--- config.mk ---
export PLATFORM = sky130hd
export DESIGN_NAME = usb_pattern_gen_flat
export DESIGN_NICKNAME = d
export VERILOG_FILES = /design/src/rtl/usb_tp_pkg.sv /design/src/rtl/usb_pattern_gen_if.sv /design/src/rtl/usb_pattern_core.sv /design/src/rtl/usb_pattern_gen.sv /design/src/flat_wrapper.sv
export SDC_FILE = /design/constraint.sdc
export NUM_CORES = 1
export LEC_CHECK = 0
export CORE_MARGIN = 8
export CORE_UTILIZATION = 30
export DETAILED_ROUTE_END_ITERATION = 10
export PLACE_DENSITY_LB_ADDON = 0.1
export SYNTH_ARGS = -nofsm -noshare
export SYNTH_HDL_FRONTEND = slang
export SYNTH_SLANG_ARGS = --single-unit
--- constraint.sdc ---
create_clock -name clk_i -period 3.3 [get_ports clk_i]
set_input_delay 0.66 -clock clk_i [delete_from_list [all_inputs] [get_ports clk_i]]
set_output_delay 0.66 -clock clk_i [all_outputs]
set_load 0.02 [all_outputs]
--- src/rtl/usb_tp_pkg.sv ---
// Shared encodings for the USB test-pattern generator: pattern modes, FSM
// states and the PRBS feedback polynomial.
package usb_tp_pkg;

  typedef enum logic [1:0] {
    MODE_CNT  = 2'd0,
    MODE_WALK = 2'd1,
    MODE_PRBS = 2'd2,
    MODE_ALT  = 2'd3
  } mode_e;

  typedef enum logic [1:0] {
    IDLE = 2'd0,
    RUN  = 2'd1,
    GAP  = 2'd2
  } state_e;

  // Right-shift Galois form of x^31+x^28+1: feedback lands on bits 30 and 27.
  localparam logic [31:0] LFSR_TAP = 32'h4800_0000;

  function automatic logic [31:0] lfsr_step(input logic [31:0] cur);
    lfsr_step = {1'b0, cur[31:1]} ^ (cur[0] ? LFSR_TAP : 32'h0000_0000);
  endfunction

endpackage

--- src/rtl/usb_pattern_gen_if.sv ---
// Write-side handshake between the pattern generator and the USB TX FIFO.
interface usb_pattern_gen_if #(
  parameter int DATA_W = 32
);
  logic              fifo_wr;
  logic [DATA_W-1:0] data;
  logic              fifo_full;
  logic              fifo_almst_full;

  modport master (output fifo_wr, output data, input fifo_full, input fifo_almst_full);
  modport slave  (input fifo_wr, input data, output fifo_full, output fifo_almst_full);
endinterface

--- src/rtl/usb_pattern_core.sv ---
// Pattern state for all four modes; only the selected mode's state steps on
// adv_i, so switching modes resumes each sequence where it stopped.
module usb_pattern_core
  import usb_tp_pkg::*;
#(
  parameter int          DATA_W    = 32,
  parameter logic [31:0] LFSR_SEED = 32'h0000_0001
) (
  input  logic              clk_i,
  input  logic              rst_n_i,
  input  mode_e             mode_i,
  input  logic [DATA_W-1:0] wrap_i,
  input  logic              adv_i,
  output logic [DATA_W-1:0] value_o
);

  localparam logic [DATA_W-1:0] ONE   = {{(DATA_W-1){1'b0}}, 1'b1};
  localparam logic [DATA_W-1:0] ZERO  = {DATA_W{1'b0}};
  localparam logic [DATA_W-1:0] ALT_A = {(DATA_W/2){2'b10}};
  localparam logic [DATA_W-1:0] ALT_5 = {(DATA_W/2){2'b01}};

  logic [DATA_W-1:0] cnt_q, cnt_d, walk_q, walk_d, prbs_s;
  logic [31:0]       lfsr_q, lfsr_d;
  logic              alt_q, alt_d;

  if (DATA_W > 32) begin : g_prbs_wide
    assign prbs_s = {{(DATA_W-32){1'b0}}, lfsr_q};
  end else if (DATA_W == 32) begin : g_prbs_full
    assign prbs_s = lfsr_q;
  end else begin : g_prbs_narrow
    logic prbs_unused_s;
    assign prbs_s        = lfsr_q[DATA_W-1:0];
    assign prbs_unused_s = ^lfsr_q[31:DATA_W];
  end

  // next-state of the pattern registers
  always_comb begin
    cnt_d  = cnt_q;
    walk_d = walk_q;
    lfsr_d = lfsr_q;
    alt_d  = alt_q;
    if (adv_i) begin
      case (mode_i)
        MODE_CNT:  cnt_d  = (cnt_q >= wrap_i) ? ZERO : cnt_q + ONE;
        MODE_WALK: walk_d = {walk_q[DATA_W-2:0], walk_q[DATA_W-1]};
        MODE_PRBS: lfsr_d = lfsr_step(lfsr_q);
        MODE_ALT:  alt_d  = ~alt_q;
        default:   cnt_d  = cnt_q;
      endcase
    end else begin
      cnt_d = cnt_q;
    end
  end

  // current pattern value for the selected mode
  always_comb begin
    case (mode_i)
      MODE_CNT:  value_o = cnt_q;
      MODE_WALK: value_o = walk_q;
      MODE_PRBS: value_o = prbs_s;
      MODE_ALT:  value_o = alt_q ? ALT_5 : ALT_A;
      default:   value_o = cnt_q;
    endcase
  end

  // pattern registers; restart only on reset
  always_ff @(posedge clk_i or negedge rst_n_i) begin
    if (!rst_n_i) begin
      cnt_q  <= ZERO;
      walk_q <= ONE;
      lfsr_q <= LFSR_SEED;
      alt_q  <= 1'b0;
    end else begin
      cnt_q  <= cnt_d;
      walk_q <= walk_d;
      lfsr_q <= lfsr_d;
      alt_q  <= alt_d;
    end
  end

endmodule

--- src/rtl/usb_pattern_gen.sv ---
// Multi-mode test-data source for the USB TX FIFO: burst/gap sequencing,
// flag-throttled registered write strobe and word/overflow status.
module usb_pattern_gen
  import usb_tp_pkg::*;
#(
  parameter int          DATA_W    = 32,
  parameter int          BLEN_W    = 16,
  parameter int          GAP_W     = 8,
  parameter logic [31:0] LFSR_SEED = 32'h0000_0001
) (
  input  logic              clk_i,
  input  logic              rst_n_i,
  input  logic              en_i,
  input  logic [1:0]        mode_i,
  input  logic [DATA_W-1:0] wrap_i,
  input  logic [BLEN_W-1:0] burst_len_i,
  input  logic [GAP_W-1:0]  gap_i,
  usb_pattern_gen_if.master fifo_if,
  output logic              burst_done_o,
  output logic [31:0]       word_cnt_o,
  output logic              busy_o,
  output logic              ovf_o
);

  localparam logic [BLEN_W-1:0] BLEN_ONE  = {{(BLEN_W-1){1'b0}}, 1'b1};
  localparam logic [BLEN_W-1:0] BLEN_ZERO = {BLEN_W{1'b0}};
  localparam logic [GAP_W-1:0]  GAP_ONE   = {{(GAP_W-1){1'b0}}, 1'b1};
  localparam logic [GAP_W-1:0]  GAP_ZERO  = {GAP_W{1'b0}};

  state_e            state_q, state_d;
  mode_e             mode_q, mode_d;
  logic [DATA_W-1:0] wrap_q, wrap_d, data_q, data_d, pat_s;
  logic [BLEN_W-1:0] blen_q, blen_d, bcnt_q, bcnt_d, bcnt_inc_s;
  logic [GAP_W-1:0]  gap_q, gap_d, gcnt_q, gcnt_d, gcnt_inc_s;
  logic              wr_q, wr_d, done_q, done_d, busy_q, busy_d, ovf_q, ovf_d;
  logic              adv_s, req_ok_s;
  logic [31:0]       word_cnt_q, word_cnt_d;

  usb_pattern_core #(
    .DATA_W   (DATA_W),
    .LFSR_SEED(LFSR_SEED)
  ) u_core (
    .clk_i  (clk_i),
    .rst_n_i(rst_n_i),
    .mode_i (mode_q),
    .wrap_i (wrap_q),
    .adv_i  (adv_s),
    .value_o(pat_s)
  );

  assign req_ok_s   = ~fifo_if.fifo_almst_full & ~fifo_if.fifo_full;
  assign bcnt_inc_s = bcnt_q + BLEN_ONE;
  assign gcnt_inc_s = gcnt_q + GAP_ONE;

  // FSM next-state, burst/gap counting and write request
  always_comb begin
    state_d = state_q;
    mode_d  = mode_q;
    wrap_d  = wrap_q;
    blen_d  = blen_q;
    gap_d   = gap_q;
    bcnt_d  = bcnt_q;
    gcnt_d  = gcnt_q;
    wr_d    = 1'b0;
    done_d  = 1'b0;
    adv_s   = 1'b0;
    case (state_q)
      IDLE: begin
        if (en_i) begin
          state_d = RUN;
          mode_d  = mode_e'(mode_i);
          wrap_d  = wrap_i;
          blen_d  = burst_len_i;
          gap_d   = gap_i;
          bcnt_d  = BLEN_ZERO;
          gcnt_d  = GAP_ZERO;
        end else begin
          state_d = IDLE;
        end
      end
      RUN: begin
        if (!en_i) begin
          state_d = IDLE;
          bcnt_d  = BLEN_ZERO;
        end else if (req_ok_s) begin
          wr_d  = 1'b1;
          adv_s = 1'b1;
          // a zero burst length means continuous streaming
          if ((blen_q != BLEN_ZERO) && (bcnt_inc_s == blen_q)) begin
            done_d = 1'b1;
            bcnt_d = BLEN_ZERO;
            gcnt_d = GAP_ZERO;
            state_d = (gap_q != GAP_ZERO) ? GAP : RUN;
          end else begin
            bcnt_d = bcnt_inc_s;
          end
        end else begin
          state_d = RUN;
        end
      end
      GAP: begin
        if (!en_i) begin
          state_d = IDLE;
          gcnt_d  = GAP_ZERO;
        end else if (gcnt_inc_s == gap_q) begin
          state_d = RUN;
          gcnt_d  = GAP_ZERO;
        end else begin
          gcnt_d = gcnt_inc_s;
        end
      end
      default: state_d = IDLE;
    endcase
  end

  // output-side next values
  always_comb begin
    data_d     = adv_s ? pat_s : data_q;
    busy_d     = (state_d != IDLE);
    ovf_d      = ovf_q | (wr_q & fifo_if.fifo_full);
    word_cnt_d = word_cnt_q + {31'd0, wr_q};
  end

  // state and output registers
  always_ff @(posedge clk_i or negedge rst_n_i) begin
    if (!rst_n_i) begin
      state_q    <= IDLE;
      mode_q     <= MODE_CNT;
      wrap_q     <= {DATA_W{1'b0}};
      blen_q     <= BLEN_ZERO;
      gap_q      <= GAP_ZERO;
      bcnt_q     <= BLEN_ZERO;
      gcnt_q     <= GAP_ZERO;
      wr_q       <= 1'b0;
      data_q     <= {DATA_W{1'b0}};
      done_q     <= 1'b0;
      busy_q     <= 1'b0;
      ovf_q      <= 1'b0;
      word_cnt_q <= 32'd0;
    end else begin
      state_q    <= state_d;
      mode_q     <= mode_d;
      wrap_q     <= wrap_d;
      blen_q     <= blen_d;
      gap_q      <= gap_d;
      bcnt_q     <= bcnt_d;
      gcnt_q     <= gcnt_d;
      wr_q       <= wr_d;
      data_q     <= data_d;
      done_q     <= done_d;
      busy_q     <= busy_d;
      ovf_q      <= ovf_d;
      word_cnt_q <= word_cnt_d;
    end
  end

  assign fifo_if.fifo_wr = wr_q;
  assign fifo_if.data    = data_q;
  assign burst_done_o    = done_q;
  assign busy_o          = busy_q;
  assign ovf_o           = ovf_q;
  assign word_cnt_o      = word_cnt_q;

endmodule
--- src/flat_wrapper.sv ---
// flat-port wrapper written by rule: the top's interface ports become plain ports
module usb_pattern_gen_flat import usb_tp_pkg::*;
#(
  parameter int          DATA_W    = 32,
  parameter int          BLEN_W    = 16,
  parameter int          GAP_W     = 8,
  parameter logic [31:0] LFSR_SEED = 32'h0000_0001
)
  (clk_i, rst_n_i, en_i, mode_i, wrap_i, burst_len_i, gap_i, burst_done_o, word_cnt_o, busy_o, ovf_o, fifo_if_fifo_wr, fifo_if_data, fifo_if_fifo_full, fifo_if_fifo_almst_full);
  usb_pattern_gen_if #(.DATA_W(DATA_W)) fifo_if_i ();
  input  logic clk_i;
  input  logic rst_n_i;
  input  logic en_i;
  input  logic [1:0] mode_i;
  input  logic [DATA_W-1:0] wrap_i;
  input  logic [BLEN_W-1:0] burst_len_i;
  input  logic [GAP_W-1:0] gap_i;
  output logic burst_done_o;
  output logic [31:0] word_cnt_o;
  output logic busy_o;
  output logic ovf_o;
  output wire logic [$bits(fifo_if_i.fifo_wr)-1:0] fifo_if_fifo_wr;
  output wire logic [$bits(fifo_if_i.data)-1:0] fifo_if_data;
  input wire logic [$bits(fifo_if_i.fifo_full)-1:0] fifo_if_fifo_full;
  input wire logic [$bits(fifo_if_i.fifo_almst_full)-1:0] fifo_if_fifo_almst_full;
  assign fifo_if_fifo_wr = fifo_if_i.fifo_wr;
  assign fifo_if_data = fifo_if_i.data;
  assign fifo_if_i.fifo_full = fifo_if_fifo_full;
  assign fifo_if_i.fifo_almst_full = fifo_if_fifo_almst_full;
  usb_pattern_gen #(.DATA_W(DATA_W), .BLEN_W(BLEN_W), .GAP_W(GAP_W), .LFSR_SEED(LFSR_SEED)) u_core (.clk_i(clk_i), .rst_n_i(rst_n_i), .en_i(en_i), .mode_i(mode_i), .wrap_i(wrap_i), .burst_len_i(burst_len_i), .gap_i(gap_i), .fifo_if(fifo_if_i), .burst_done_o(burst_done_o), .word_cnt_o(word_cnt_o), .busy_o(busy_o), .ovf_o(ovf_o));
endmodule
; ---- Word-level counts from Yosys, hierarchy flattened
; Index checks and enable logic that the tools add are counted.
[totals]
register_bits = 249
in_bits = 63
output_inout_bits = 68
wordCells = 87
[op_classes]
add_sub_neg = 4
reduce_logical = 15
n_bitwise = 7
muxes = 31
magnitude_cmp = 1
eq_ne = 12
[op_table]
columns = operator, count
row1 = one-hot mux 32 bit (4 select lines), 1
row2 = 2-to-1 mux 16 bit, 4
row3 = 2-to-1 mux 32 bit, 2
row4 = 2-to-1 mux 8 bit, 6
row5 = adder 32 x 1 -> 32 bit, 1
row6 = "adder 32 x 1 -> 32 bit, second input constant", 1
row7 = greater-or-equal comparator 32 bit, 1
row8 = one-hot mux 16 bit (2 select lines), 1
row9 = 2-to-1 mux 31 bit, 1
row10 = bitwise XOR 31 bit, 1
row11 = one-hot mux 8 bit (3 select lines), 1
row12 = "adder 16 x 1 -> 16 bit, second input constant", 1
row13 = == test 16 bit, 1
row14 = nonzero test 16 bit, 1
row15 = 2-to-1 mux 2 bit, 6
row16 = AND reduction 2 bit, 5
row17 = "adder 8 x 1 -> 8 bit, second input constant", 1
row18 = == test 8 bit, 1
row19 = 2-to-1 mux 1 bit, 8
row20 = nonzero test 8 bit, 1
row21 = "== test 2 bit, second input constant", 3
row22 = "!= test 2 bit, second input constant", 3
row23 = one-hot mux 2 bit (3 select lines), 1
row24 = AND reduction 5 bit, 1
row25 = 11 further kinds, 17

; ---- Depth between registers and ports, before layout
; Gate-level depths: netlist of run 1.
[depth]
word_depth = 8
mapped_depth = 10
mapped_depth_nobuf = 9

; ---- By module
; From an unflattened synthesis of run 1, not the netlist that was laid out.
[hier_totals]
cells_unflattened = 1169
area_unflattened_um2 = 12678.4
[by_module_without_submodules]
columns = module, n_inst, seq_area_each_um2, cells_each, area_per_inst_um2
row1 = usb_pattern_gen, 1, 3803.6, 652, 7049.3
row2 = usb_pattern_core, 1, 2404.8, 517, 5629.1

; ---- Worst setup path after synthesis of run 1
; OpenSTA, ideal clock, no wires.
[synth_timing]
path_type = input to register
start = in fifo_if_fifo_full
end = reg u_core.u_core.cnt_q[31]
slack_ns = 0.532
cell_stages = 8
setup_ns = 0.140
path_buffers = 1
required_ns = 3.160
arrival_time_ns = 2.628
cell_sequence = or2_2 -> or3_1 -> buf_2 -> nor4_4 -> nand2_2 -> or4_1 -> xor2_1 -> nor2_2
[synth_via]
elab_chain_cells = 6
[synth_lines]
columns = element, line_no
row1 = start: declaration, flat_wrapper.sv:24  ; input wire logic [$bits(fifo_if_i.fifo_full)-1:0] fifo_if_fifo_full;
row2 = NOT 1 bit, usb_pattern_gen.sv:51  ; assign req_ok_s = ~fifo_if.fifo_almst_full & ~fifo_if.fifo_full;
row3 = bitwise AND 1 bit, usb_pattern_gen.sv:51
row4 = 2-to-1 mux 1 bit, usb_pattern_gen.sv:85  ; end else if (req_ok_s) begin
row5 = 2-to-1 mux 1 bit, usb_pattern_gen.sv:82  ; if (!en_i) begin
row6 = 2-to-1 mux 1 bit, usb_pattern_gen.sv:67  ; case (state_q)
row7 = AND reduction 2 bit (no source line), -
row8 = end signal: assignment, usb_pattern_core.sv:74  ; cnt_q <= cnt_d;
row9 = end: declaration, usb_pattern_core.sv:22  ; logic [DATA_W-1:0] cnt_q, cnt_d, walk_q, walk_d, prbs_s;
; Every way passes these cells.
; A chain may end at the register's enable or synchronous reset.

; ---- Worst setup path in the final report of run 1
[layout_timing]
start = reg u_core.bcnt_q[1]
end = reg u_core.bcnt_q[12]
[layout_via]
elab_chain_cells = 7
[layout_lines]
columns = element, line_no
row1 = start: declaration, usb_pattern_gen.sv:33  ; logic [BLEN_W-1:0] blen_q, blen_d, bcnt_q, bcnt_d, bcnt_inc_s;
row2 = start signal: assignment, usb_pattern_gen.sv:146  ; bcnt_q <= bcnt_d;
row3 = adder 16 x 1 -> 16 bit (*), usb_pattern_gen.sv:52  ; assign bcnt_inc_s = bcnt_q + BLEN_ONE;
row4 = == test 16 bit, usb_pattern_gen.sv:89  ; if ((blen_q != BLEN_ZERO) && (bcnt_inc_s == blen_q)) begin
row5 = logical AND 1 bit, usb_pattern_gen.sv:89
row6 = 2-to-1 mux 16 bit (*), usb_pattern_gen.sv:89
row7 = 2-to-1 mux 16 bit (*), usb_pattern_gen.sv:85
row8 = 2-to-1 mux 16 bit (*), usb_pattern_gen.sv:82
row9 = one-hot mux 16 bit (2 select lines) (*), usb_pattern_gen.sv:67
; Mark *: on every way between the ends. The rest lies on a longest branch, timed or not. The select of a mux whose other input is x is not followed.

==> results.ini, run 1 <==
[worst_setup_path]
path_cells = ha_1 -> nand3_1 -> buf_4 -> o221a_2 -> a311oi_1 -> a22oi_1 -> nand4_1 -> buf_4 -> nand2_1 -> o311ai_1
critPathArrivalTime_ps = 3300
cp_num_cells = 10
crit_type = reg2reg
crit_family = compound AO/OA/AOI/OAI gates
critPathLaunchType = register
cp_slowest_cell = dfrtp_1
reg2reg_to = u_core.bcnt_q[12]
cpMostUsedCell = buf_4
reg2regPathDepth = 10
crit_path_max_incr_delay_ps = 400
timing.rr.start = u_core.bcnt_q[1]
r2r_slack_ps = 450
critPathMaxFanout = 23
worst-path-buf-inv = 2
crit_path_end_kind = register
cp.required_ps = 3750

[synthesis]
synth_area_per_cell_sq_um = 10.24
syn-cell-area_sq_um = 12310
ys_ff_latch = 248
async_flop_share_pct = 100.0
syn_nets = 1302
yosysWarnings = 0
synth_top_area_share_pct = 50.00
synth_edf_count = 0
synth_area_leaders = dfrtp_1, mux2_2, xnor2_1
synth_flop_cell = dfrtp_1
synth_top_cell_by_area = dfrtp_1
ys_types = 64
syn_inst = 1202
ys_seq_area_share_pct = 50.43

[sta]
rsz0062_at_grt = false
clock_skew_ps = 28.35
setup_viol = 0
slew_headroom_pct = 62.18
max_freq_mhz = 351.2
period_minus_slack_ps = 2847
tns_ps = 0
post-route-period-util_pct = 86.28
holdWs_ps = 51.66
slew_viol_final = 0
hold_viol = 0
worstMarginPinSlew_ps = 565.9

[route]
drt-vias-per-instance = 4.852
first_pass_iters = 5
antenna_left = 0
wl_per_cell_um = 17.95
dr.first_iter.drc_count = 514
vias = 9213
routed_wl_um = 34090
drc = 0

[clock_network]
cts_sinks = 248
clock_path_buffers = 3
cts.repair.resized = 0
clk_pin_slew_ps = 60
cts_tree = done
post_cts_buffers = 0
root_buffer = clkbuf_16
cts_max_level = 1
cts_hold_buf = 0
cts_inserted_buffers = 30
clock_latency_ps = 570

[global_route]
grt_pass1_wl_um = 54880
grt_max_degree = 70
grt_pass1_vias = 9346
overflow = 0
antenna_found_initial = 1
grt_usage_pct = 14.15

[floorplanning]
placement_rows = 74
dieWidth_um = 218.6
io_pins = 131
core-area_sq_um = 40650
fp.dieArea_sq_um = 47780
initial_utilization_pct = 30.29
die_y_um = 218.6

[placed_design]
place_congestion = 0.8054
dp_hpwl_um = 24420
port_buffers = 130

[final_layout]
nets = 1442
drive_gt1_share_pct = 15.01
syn_to_final_growth_pct = 25.71

[power_and_ir_drop]
p_leak_nw = 6.767
powerDensity_nw_per_um2 = 590.7
vdd_drop_max_uv = 417.5

[outcome]
status = complete, no violations

[job]
maxCapViolations = 0

[hold_path]
min_path_type = in2async

[sequential cells by signal, indices dropped and copies added, names as in the netlist]
| register | flops |
|---|---|
| u_core.fifo_if.data | 32 |
| u_core.fifo_if.fifo_wr | 1 |
| u_core.word_cnt_o | 32 |
| u_core.blen_q | 16 |
| u_core.u_core.cnt_q | 32 |
| u_core.wrap_q | 32 |
| u_core.busy_o | 1 |
| u_core.gcnt_q | 8 |
| u_core.u_core.lfsr_q | 31 |
| u_core.burst_done_o | 1 |
| u_core.bcnt_q | 16 |
| u_core.state_q | 2 |
| u_core.mode_q | 2 |
| u_core.ovf_o | 1 |
| u_core.u_core.walk_q | 32 |
| u_core.gap_q | 8 |
| u_core.u_core.alt_q | 1 |
[power breakdown]
part           switching (W)  internal, W  total [W]  leakage, nW
clock                0.00134      0.00217    0.00351        0.525
combinational        0.00102     0.000864    0.00189         2.98
sequential          0.000324      0.00343    0.00375         3.27
[how the worst max path moves through the flow]
stage	start	to	slack, ps
3_5_place_dp	fifo_if_fifo_full	u_core.u_core.cnt_q[31]	90
5_1_grt	u_core.bcnt_q[1]	u_core.bcnt_q[12]	170
2_1_floorplan	fifo_if_fifo_full	u_core.u_core.cnt_q[31]	530
3_3_place_gp	fifo_if_fifo_full	u_core.u_core.cnt_q[31]	90
4_1_cts	u_core.bcnt_q[1]	u_core.bcnt_q[12]	450
6_report	u_core.bcnt_q[1]	u_core.bcnt_q[12]	450
[per-stage QoR]
stage | utilization, % | setup WS (ps) | cell area [sq um] | cells | power, W
after floorplan | - | 532.2 | 12310 | 1202 | 0.004783
after global placement | 35.46 | 87.07 | 14420 | 1842 | 0.005713
after detailed placement | 35.46 | 89.44 | 14420 | 1842 | 0.005721
after CTS | 38.07 | 448.2 | 15470 | 1898 | 0.009311
after global routing | 38.08 | 174.3 | 15480 | 1899 | 0.009644
final | 38.08 | 452.6 | 15480 | 1899 | 0.009142
[final cells by class]
type	instances	area, sq um
Fill cell	4005	25170
Sequential cell	248	6208
Timing Repair Buffer	169	1662
Clock inverter	11	172.7
Clock buffer	45	887.1
Antenna cell	1	2.502
Tap cell	532	665.6
Inverter	51	191.4
Multi-Input combinational cell	842	5688
[cells in the mapped netlist, types with 4 or more instances]
cell type and count:
o21ai_1 5, ha_1 37, xnor2_1 68, inv_1 50
o21a_1 4, and3_1 19, a31oi_1 10, a22oi_1 16
buf_2 10, nor2_1 81, o211ai_1 4, nand4_1 21
nor4_1 13, clkbuf_1 45, nand3_1 46, or3_1 4
nor3_1 32, a21oi_1 20, o22ai_1 5, nand2b_1 9
a21o_1 13, nor2b_1 7, a211oi_1 19, and4_1 10
dfrtp_1 246, o21ai_0 107, nand2_1 121, mux2_2 100
nand3b_1 5, xor2_1 20, buf_1 5, or2_2 4
mux2i_1 7
[cell usage in the layout, fill, tap and decap left out, types with 5 or more instances in the layout]
cell type	instances
dfrtp_1	246
clkdlybuf4s50_1	129
nand2_1	121
o21ai_0	107
mux2_2	100
nor2_1	79
xnor2_1	68
inv_1	50
nand3_1	46
ha_1	37
buf_4	34
nor3_1	31
clkbuf_16	30
nand4_1	21
xor2_1	20
and3_1	19
a21oi_1	19
a211oi_1	19
a22oi_1	16
nor4_1	13
a21o_1	13
and4_1	10
a31oi_1	10
nand2b_1	9
clkbuf_8	8
mux2i_1	7
nor2b_1	7
clkbuf_1	7
nand3b_1	5
o22ai_1	5
o21ai_1	5
clkinv_2	5
buf_12	5
[routing by layer]
metal	vias to the layer above	global-route usage (%)	part of all wire, %
met3	38	2.613	4.8
met1	4484	21.60	52
met5	-	0	0
li1	4513	-	-
met2	178	20.20	42
met4	0	3.359	1.6
[worst reg2reg max path, cell delays in order, from the launching register on]
cell,delay [ps]
dfrtp_1,400
ha_1,280
nand3_1,150
buf_4,200
o221a_2,270
a311oi_1,300
a22oi_1,220
nand4_1,110
buf_4,280
nand2_1,250
o311ai_1,300
[logic make-up (layout without fill, tap and decap cells)]
family / Yosys count / in the layout / synth area share [%]
muxes: 107 / 107 / 9.715
DFF: 248 / 248 / 50.43
AOI/OAI and AO/OA: 225 / 225 / 11.14
other: 0 / 1 / 0
buffers and inverters: 112 / 276 / 3.526
and+or+nand+nor: 385 / 385 / 15.17
adders and majority gates: 37 / 37 / 3.760
xor gates and xnor gates: 88 / 88 / 6.260
Note: power is estimated with default switching activity, not from simulation.
==> inputs of run 2 (changes only) <==
--- a/config.mk
+++ b/config.mk
@@ -6,7 +6,7 @@
 export NUM_CORES = 1
 export LEC_CHECK = 0
 export CORE_MARGIN = 8
-export CORE_UTILIZATION = 30
+export CORE_UTILIZATION = 57
 export DETAILED_ROUTE_END_ITERATION = 10
 export PLACE_DENSITY_LB_ADDON = 0.1
 export SYNTH_ARGS = -nofsm -noshare
==> run 2 against run 1 <==
Net effect: sequential power hardly changed; die area is 44% lower; maximum frequency is 5.2% lower; combinational power hardly changed; clock power is 14% lower; largest cell class unchanged.
==> results.ini, run 2 (synthesis gave the netlist of run 1 again) <==
[floorplanning]
core-area_sq_um = 21090  ; -48%
die_y_um = 163.0  ; -25%
io_pins = 131  ; unchanged
placement_rows = 53  ; -28%
dieWidth_um = 163.0  ; -25%
fp.dieArea_sq_um = 26560  ; -44%
initial_utilization_pct = 58.38  ; +28 points

[worst_setup_path]
r2r_slack_ps = 300  ; -160 ps
cp.required_ps = 3690  ; -60 ps
critPathLaunchType = register
critPathMaxFanout = 7  ; -70%
crit_path_max_incr_delay_ps = 490  ; +90 ps
crit_type = reg2reg
path_cells = ha_1 -> nand3_1 -> or3_1 -> a211o_1 -> a22oi_1 -> nand4_1 -> nor3_2 -> o21ai_1
crit_family = simple AND/OR/NAND/NOR gates
reg2reg_to = u_core.gcnt_q[3]
timing.rr.start = u_core.bcnt_q[0]
cp-startpoint = u_core.bcnt_q[0]
cp_slowest_cell = or3_1
reg2regPathDepth = 8  ; -2
worst-path-buf-inv = 0  ; -2
crit_path_end_kind = register
critPathArrivalTime_ps = 3400  ; +100 ps

[job]
maxCapViolations = 0  ; unchanged

[power_and_ir_drop]
powerDensity_nw_per_um2 = 577.2  ; -2.3%
p_int_w = 0.006141  ; -4.9%
switching_share_pct = 28.99  ; -0.40 points
seqPwrFrac_pct = 43.2  ; +2.2 points
p_leak_nw = 6.662  ; -1.5%
pwr-share-clk_pct = 35.1  ; -3.2 points
p_switching_w = 0.002507  ; -6.7%
p_comb_share_pct = 21.7  ; +1.1 points
vdd_drop_max_uv = 427.8  ; +2.5%

[sta]
slew_viol_final = 0  ; unchanged
slew_headroom_pct = 52.01  ; -10 points
hold_viol = 0  ; unchanged
rsz0062_at_grt = false
holdWs_ps = 164.6  ; +112.9 ps
period_minus_slack_ps = 3003  ; +155.3 ps
setup_viol = 0  ; unchanged
post-route-period-util_pct = 90.99  ; +4.7 points
tns_ps = 0  ; unchanged
max_freq_mhz = 333.0  ; -5.2%
worstMarginPinSlew_ps = 719.9  ; +154.0 ps
clock_skew_ps = 17.17  ; -11.18 ps

[placed_design]
place_area_sq_um = 14080  ; -2.3%
place_congestion = 0.8851  ; +9.9%
dp_cells = 1580  ; -14%
port_buffers = 130  ; unchanged
dp_hpwl_um = 20590  ; -16%

[clock_network]
clock_path_buffers = 3  ; unchanged
cts_max_level = 1  ; unchanged
cts.repair.resized = 0  ; unchanged
cts_sinks = 248  ; unchanged
clk_pin_slew_ps = 60  ; about the same
cts_inserted_buffers = 27  ; -10%
cts_tree = done
clock_latency_ps = 540  ; -30 ps
post_cts_buffers = 0  ; unchanged
root_buffer = clkbuf_16
cts_hold_buf = 0  ; unchanged

[final_layout]
antenna_cells = 0  ; -1
drive_gt1_share_pct = 14.10  ; -0.91 points
instances_no_fill = 1630  ; -14%
fill_cells = 1596  ; -60%
layout_common_cells = dfrtp_1, clkdlybuf4s50_1, nand2_1
final_common_cell = dfrtp_1
nets = 1434  ; -0.55%
finish.instance_area_sq_um = 14980  ; -3.2%
final_core_util_pct = 71.05  ; +33 points
syn_to_final_growth_pct = 21.70

[global_route]
grt_max_degree = 93  ; +33%
grt_pass1_vias = 8982  ; -3.9%
antenna_found_initial = 0  ; -1
grt_usage_pct = 21.69  ; +7.5 points
grt_pass1_wl_um = 47350  ; -14%
overflow = 0  ; unchanged

[route]
drt-vias-per-instance = 5.660  ; +17%
wl_per_cell_um = 17.79  ; -0.92%
first_pass_iters = 5  ; unchanged
antenna_left = 0  ; unchanged
dr.first_iter.drc_count = 795  ; +55%
drc = 0  ; unchanged
routed_wl_um = 28990  ; -15%
vias = 9225  ; +0.13%

[outcome]
status = complete, no violations

[hold_path]
min_path_type = in2async

run 2: changes by cell type in the layout (fill, tap and decap cells not counted), sizes merged:
cell | previous run | this run
buf | 40 | 35
clkinv | 7 | 3
bufinv | 4 | 2
diode | 1 | 0
run 2: power by group through the flow:
stage / logic, W / registers (W) / clock network, W
after floorplan: 0.000870 / 0.00391 / 0
after detailed placement: 0.00188 / 0.00378 / 0
after CTS: 0.00190 / 0.00374 / 0.00309
after global placement: 0.00184 / 0.00377 / 0
final: 0.00188 / 0.00374 / 0.00303
after global routing: 0.00207 / 0.00378 / 0.00322
run 2: how the worst max path moves through the flow:
stage | cells past startpoint | endpoint
6_report | 8 | u_core.gcnt_q[3]
5_1_grt | 8 | u_core.gcnt_q[6]
4_1_cts | 8 | u_core.gcnt_q[3]
2_1_floorplan | 8 | u_core.u_core.cnt_q[31]
3_5_place_dp | 8 | u_core.u_core.cnt_q[31]
3_3_place_gp | 8 | u_core.u_core.cnt_q[31]
run 2: metal layers:
layer	global-route usage [%]	routed length, um	up-vias	share of wire (%)
met5	0	0	-	0
met1	33.12	14280	4450	49
li1	-	-	4503	-
met2	32.27	12620	242	44
met3	3.033	1641	30	5.7
met4	4.462	449	0	1.5
run 2: final cells by class:
| type | count | area [sq um] | share of cell area, % |
|---|---|---|---|
| multi-input cells | 842 | 5688 | 37.96 |
| repair buffers | 164 | 1649 | 11.01 |
| flip-flops and latches | 248 | 6208 | 41.44 |
| inverters | 51 | 191.4 | 1.278 |
| well taps | 275 | 344.1 | 2.296 |
| clock inverters | 5 | 78.83 | 0.5261 |
| clock buffers | 45 | 823.3 | 5.495 |
run 2: metrics by stage:
step	total power (W)	setup slack (ps)
5_1_grt	0.009070	71.15
3_5_place_dp	0.005665	125.2
3_3_place_gp	0.005610	153.4
2_1_floorplan	0.004783	532.2
4_1_cts	0.008727	320.2
6_report	0.008649	297.3
